===== src/rtl/bcd_to_binary_seq.sv =====
// Sequential packed-BCD to binary converter (reverse double-dabble).
// One shift per cycle for BIN_W cycles; start/busy/done handshake.
module bcd_to_binary_seq #(
   parameter int unsigned DIGITS = 3,
   parameter int unsigned BIN_W  = 10
) (
   input  logic                  clk,
   input  logic                  rst,
   input  logic                  start,
   input  logic [4*DIGITS-1:0]   bcd_in,
   output logic                  busy,
   output logic                  done,
   output logic [BIN_W-1:0]      bin_out,
   output logic                  err
);

   localparam int unsigned BCD_W = 4 * DIGITS;
   localparam int unsigned CNT_W = $clog2(BIN_W + 1);

   typedef enum logic [1:0] {
      S_IDLE,
      S_SHIFT,
      S_DONE
   } state_t;

   state_t             state_q, state_d;
   logic [BCD_W-1:0]   bcd_q, bcd_d;
   logic [BIN_W-1:0]   acc_q, acc_d;
   logic [CNT_W-1:0]   cnt_q, cnt_d;
   logic [BIN_W-1:0]   bin_out_q, bin_out_d;
   logic               err_q, err_d;

   logic               bad_digit;
   logic [BCD_W-1:0]   bcd_shift;
   logic [BCD_W-1:0]   bcd_fix;
   logic [BIN_W-1:0]   acc_shift;

   always_comb begin
      bad_digit = 1'b0;
      for (int unsigned d = 0; d < DIGITS; d++) begin
         if (bcd_in[4*d +: 4] > 4'd9) bad_digit = 1'b1;
      end
   end

   // Digit correction is per nibble with no borrow: a shifted digit >= 8 is always >= 3.
   always_comb begin
      bcd_shift = {1'b0, bcd_q[BCD_W-1:1]};
      acc_shift = {bcd_q[0], acc_q[BIN_W-1:1]};
      bcd_fix   = bcd_shift;
      for (int unsigned d = 0; d < DIGITS; d++) begin
         if (bcd_shift[4*d +: 4] >= 4'd8) bcd_fix[4*d +: 4] = bcd_shift[4*d +: 4] - 4'd3;
      end
   end

   always_comb begin
      state_d   = state_q;
      bcd_d     = bcd_q;
      acc_d     = acc_q;
      cnt_d     = cnt_q;
      bin_out_d = bin_out_q;
      err_d     = err_q;
      case (state_q)
         S_IDLE: begin
            if (start) begin
               if (bad_digit) begin
                  bin_out_d = '0;
                  err_d     = 1'b1;
                  state_d   = S_DONE;
               end else begin
                  bcd_d   = bcd_in;
                  acc_d   = '0;
                  cnt_d   = '0;
                  state_d = S_SHIFT;
               end
            end
         end
         S_SHIFT: begin
            bcd_d = bcd_fix;
            acc_d = acc_shift;
            cnt_d = cnt_q + CNT_W'(1);
            if (cnt_q == CNT_W'(BIN_W - 1)) begin
               bin_out_d = acc_shift;
               err_d     = 1'b0;
               state_d   = S_DONE;
            end
         end
         S_DONE: begin
            state_d = S_IDLE;
         end
         default: begin
            state_d = S_IDLE;
         end
      endcase
   end

   always_ff @(posedge clk) begin
      if (rst) begin
         state_q   <= S_IDLE;
         bcd_q     <= '0;
         acc_q     <= '0;
         cnt_q     <= '0;
         bin_out_q <= '0;
         err_q     <= 1'b0;
      end else begin
         state_q   <= state_d;
         bcd_q     <= bcd_d;
         acc_q     <= acc_d;
         cnt_q     <= cnt_d;
         bin_out_q <= bin_out_d;
         err_q     <= err_d;
      end
   end

   assign busy    = (state_q == S_SHIFT);
   assign done    = (state_q == S_DONE);
   assign bin_out = bin_out_q;
   assign err     = err_q;

endmodule


===== config.mk =====
export PLATFORM = sky130hd
export DESIGN_NAME = bcd_to_binary_seq
export DESIGN_NICKNAME = d
export VERILOG_FILES = /design/src/rtl/bcd_to_binary_seq.sv
export SDC_FILE = /design/constraint.sdc
export NUM_CORES = 1
export LEC_CHECK = 0
export ABC_AREA = 1
export CAP_MARGIN = 20
export CORE_MARGIN = 2
export CORE_UTILIZATION = 25
export DETAILED_ROUTE_END_ITERATION = 16
export PLACE_DENSITY = 0.4
export SYNTH_ARGS = -nofsm -noshare
export SYNTH_HDL_FRONTEND = slang
export SYNTH_SLANG_ARGS = --single-unit

===== constraint.sdc =====
create_clock -name clk -period 2.5 [get_ports clk]
set_clock_uncertainty 0.1 [all_clocks]
set_input_delay 0.375 -clock clk [delete_from_list [all_inputs] [get_ports clk]]
set_output_delay 0.375 -clock clk [all_outputs]
set_load 0.02 [all_outputs]

* Word level (Yosys, flattened, before mapping)
Cells that the tools add are included.
Operators by class: $add $sub $neg 3, $mul 0, div/mod/pow operators 0, $lt $le $gt $ge 5, equality and inequality tests 7, shifts and indexed selects 0, multiplexer cells 26, bitwise logic cells 0, reductions and logical operators 5
Operator list (number):
- $mux W10 | 5
- $pmux W10 S2 | 2
- $mux W12 | 2
- $pmux W12 S2 | 1
- $mux W4 | 4
- $gt A4 B4 Y1 const B | 3
- $ge A4 B4 Y1 const B | 2
- $pmux W4 S2 | 1
- $sub A4 B2 Y4 const B | 2
- $mux W1 | 6
- $mux W2 | 3
- $ne A2 B2 Y1 const B | 3
- $add A4 B1 Y4 const B | 1
- $eq A4 B4 Y1 const B | 1
- $pmux W2 S2 | 1
- $reduce_and A4 Y1 | 1
- $reduce_and A3 Y1 | 1
- $eq A2 B1 Y1 const B | 1
- $eq A2 B2 Y1 const B | 1
- $logic_not A2 Y1 | 1
- $ne A2 B1 Y1 const B | 1
- $pmux W1 S2 | 1
- $reduce_and A2 Y1 | 1
- $reduce_bool A2 Y1 | 1
Storage, ports and cells: register bits after elaboration 39, latch bits 0, bits in writable memories 0, memory bits (read-only) 0, output and inout bits 13, word-level logic and storage cells 52, memories kept 0

* Logic depth before layout (Yosys ltp)
depth in word-level cells 7, mapped depth 10, gate-level depth less buffers 9

* Worst setup path before layout
No wires, ideal clock.
path type register to output, from reg state_q[0], to out busy, data arrival time 937 ps, required time 2025 ps, path slack 1088 ps, stages on the path, launching flop included 4, buffers on the path 1, path through dfxtp_1 -> inv_2 -> nor2_4 -> clkbuf_1
On the way: longest elaborated chain between the ends 1
Ends and longest elaborated chain:
- start: declaration | line 26 | state_t state_q, state_d;
- start signal: assignment | line 105 | state_q <= state_d;
- $eq A2 B1 Y1 | line 114 | assign busy = (state_q == S_SHIFT);
- end: declaration | line 11 | output logic busy,
No other way between the ends.

* Worst setup path after layout
Same ends and word-level chain as after synthesis.

==> results by group <==
Global routing
  – Vias in the first global route: ~1600
  – Total grt overflow: 0
  – Initial antenna violation count: 0
  – Global-route wire length before repair: 7650 um
  – Largest net degree at the start of global routing: 27
  – GRT Util Overall: between 10 and 15%

Critical path
  – Crit path DAT: approximately 1.7 ns
  – RR Startpoint: state_q[0]$_SDFFE_PP0P_
  – Flop2flop setup slack: around 0.7 ns
  – R2R cell count: 8
  – Crit start category: flip-flop
  – CP Capture Type: output pin
  – Critical Path, Cell by Cell: inv_2 -> nor2_4 -> clkdlybuf4s50_1
  – Crit path largest cell delay: between 0.6 and 0.7 ns
  – Crit-path max FO: 15
  – Crit path max-delay cell type: clkdlybuf4s50_1
  – Crit path kind: reg2out
  – R2R Path End: err$_SDFFE_PP0P_
  – Critical Path RT: 2.03 ns

Floorplanning
  – Die span in x: 88.8 um
  – Placement row count: 30
  – Core area: slightly below 7000 um^2
  – Total Die Area: 7890 um^2
  – Die Ht: 88.8 um
  – Io pins: 28
  – Initial Util: 26.2%

Synthesis
  – Yosys top cell area share: ~42%
  – Yosys warning count: 0
  – Mean area per synthesized cell: 7.05 um^2
  – Dominant cell type by area after synthesis: dfxtp_1
  – Synth cell types: 19
  – Synth Net Count: 276
  – Synthesis-stage register bit count: 38
  – Synth top area cells: dfxtp_1, nand2_1, a21oi_1
  – Post-synthesis cell area: 1800 um^2
  – Seq/Total Area, Yosys: 42.3%
  – Synthesized instance count: 255

Timing
  – Max-slew violations: 0
  – Slew Limit Headroom: 63.8%
  – Final Hold Fails: 0
  – Final worst setup slack: 0.285 ns
  – Final setup vio count: 0
  – Fmax: 452 MHz
  – Worst Tran Pin Value: approximately 0.54 ns
  – Crit share post-route: between 80% and 90%
  – Setup repair after global routing missed its margin: no
  – Fin Setup TNS: 0 ns
  – Fin crit period: approximately 2.2 ns
  – Final hold slack: 0.366 ns

Job
  – MaxCap Viol Count: 0

Final layout
  – Commonest non-fill, non-tap cell in the layout: nand2_1
  – Area delta synth->final: 25.5%
  – Share of cells above drive strength 1: 7.50%
  – Layout Cells excl Fill: about 380
  – Nets: 300
  – Filler cells: around 760
  – Commonest non-fill, non-tap cells in the layout: nand2_1, a21oi_1, dfxtp_1
  – Antenna cells: 0

Clocking
  – Root buffer cell: clkbuf_8
  – Worst-path clk slew: approximately 0.080 ns
  – Clock buffer count from CTS: 5
  – Postcts setup bufs: 0
  – Post-cts gate resize count: 0
  – CTS tree: yes
  – Clock sink count: 38
  – Hold bufs inserted after CTS: 0
  – Max H-tree Level: 2
  – Worst-case clock buffer depth: 2
  – Clk Latency, worst-skew pair: just under 0.3 ns

Route
  – First-pass DRT Iterations: 4
  – Post-DR wirelength/cell: 12.1 um
  – Via count: 1648
  – WL met3: 114 um
  – Met2 wire length: about 2000 um
  – Number of vias per cell: 4.38
  – Total Wirelength: 4560 um
  – # DRC: 0
  – 1st-iter DRT viols: 70
  – Remaining antenna violation count after routing: 0
  – Routed met1 length: 2380 um
  – Max Used Layer: met4

Pwr
  – Pleak: approximately 0.00085 uW
  – Peak supply drop: 0.229 mV
  – P per Cell Area: 629 nW/um^2

Placed design
  – Placement Setup Slack: 0.300 ns
  – GP Congestion: approximately 0.70
  – I/O Buffers: 27
  – Dpl hpwl: 3090 um
  – Placed cell count: approximately 370

Min path
  – Hold EP: acc_q[1]$_SDFFE_PP0P_
  – Hold depth: 2
  – Worst Hold Class: reg2reg
  – HP Start: acc_q[1]$_SDFFE_PP0P_

Outcome
  – Outcome: finished, final reports clean
## power breakdown
group | internal (uW) | switching (uW) | leakage (uW)
sequential | 631 | 27.9 | 0.000308
clock | 299 | 222 | 0.0000524
combinational | 85.4 | 154 | 0.000487
## critical path: cells and delay by family (launching register included)
family / cells / cell delay [ns]
flip-flops: 1 / 0.41
buffers and inverters: 2 / 0.74
AND/OR/NAND/NOR: 1 / 0.29
## cell usage after synthesis
library cell / number
nand3_2: 1
inv_1: 15
nor2_2: 1
o21ai_0: 11
buf_2: 7
o31ai_1: 2
o211ai_1: 1
ha_1: 6
nand2_1: 70
inv_2: 2
dfxtp_1: 38
nand3_1: 37
or2_2: 3
clkbuf_1: 5
nor2_1: 10
a21oi_1: 40
nor2_4: 1
buf_4: 3
nand2_2: 2
## layout make-up
cell class	instances	area, um^2	share of cell area [%]
flip-flops and latches	38	761	33.7
repair buffers	32	308	13.6
clock inverters	1	30.0	1.33
clock buffers	7	76.3	3.38
inverters	17	63.8	2.83
well taps	96	120	5.32
multi-input cells	185	897	39.8
## cells by family (layout without fill, tap and decap cells)
group,Yosys count,count (layout),share of synthesized area [%]
AND/OR/NAND/NOR,125,125,30.3
AO/OA/AOI/OAI,54,54,15.4
flip-flops,38,38,42.3
buffers and inverters,32,57,7.79
adder cells (fa/ha/maj),6,6,4.18
## state kept, by name, summed over array words and instances, names as in the netlist
signal and flops:
cnt_q 4, bcd_q 12, state_q 2, err 1, bin_out 10, acc_q 9
## worst max path at each step
stage / from / to / slack, ns / depth (start not counted)
2_1_floorplan: state_q[0]$_SDFFE_PP0P_ / busy / 1.09 / 3
3_3_place_gp: bcd_in[1] / bcd_q[0]$_SDFFE_PP0P_ / 0.32 / 7
3_5_place_dp: bcd_in[1] / bcd_q[4]$_SDFFE_PP0P_ / 0.30 / 7
4_1_cts: state_q[0]$_SDFFE_PP0P_ / busy / 0.27 / 3
5_1_grt: state_q[0]$_SDFFE_PP0P_ / busy / 0.21 / 3
6_report: state_q[0]$_SDFFE_PP0P_ / busy / 0.29 / 3
## per-layer routing
metal,track usage [%],vias to the layer above
met1,17.1,738
li1,-,885
met5,0,-
met2,19.6,19
met4,4.55,0
met3,3.17,6
## stage by stage
step / instance area (um^2) / power [uW] / util [%]
3_5_place_dp: 2150 / 915 / 31.3
3_3_place_gp: 2150 / 916 / 31.3
5_1_grt: 2260 / 1490 / 32.8
4_1_cts: 2260 / 1440 / 32.8
2_1_floorplan: 1800 / 830 / -
6_report: 2260 / 1420 / 32.8
(Power assumes the default switching activity.)
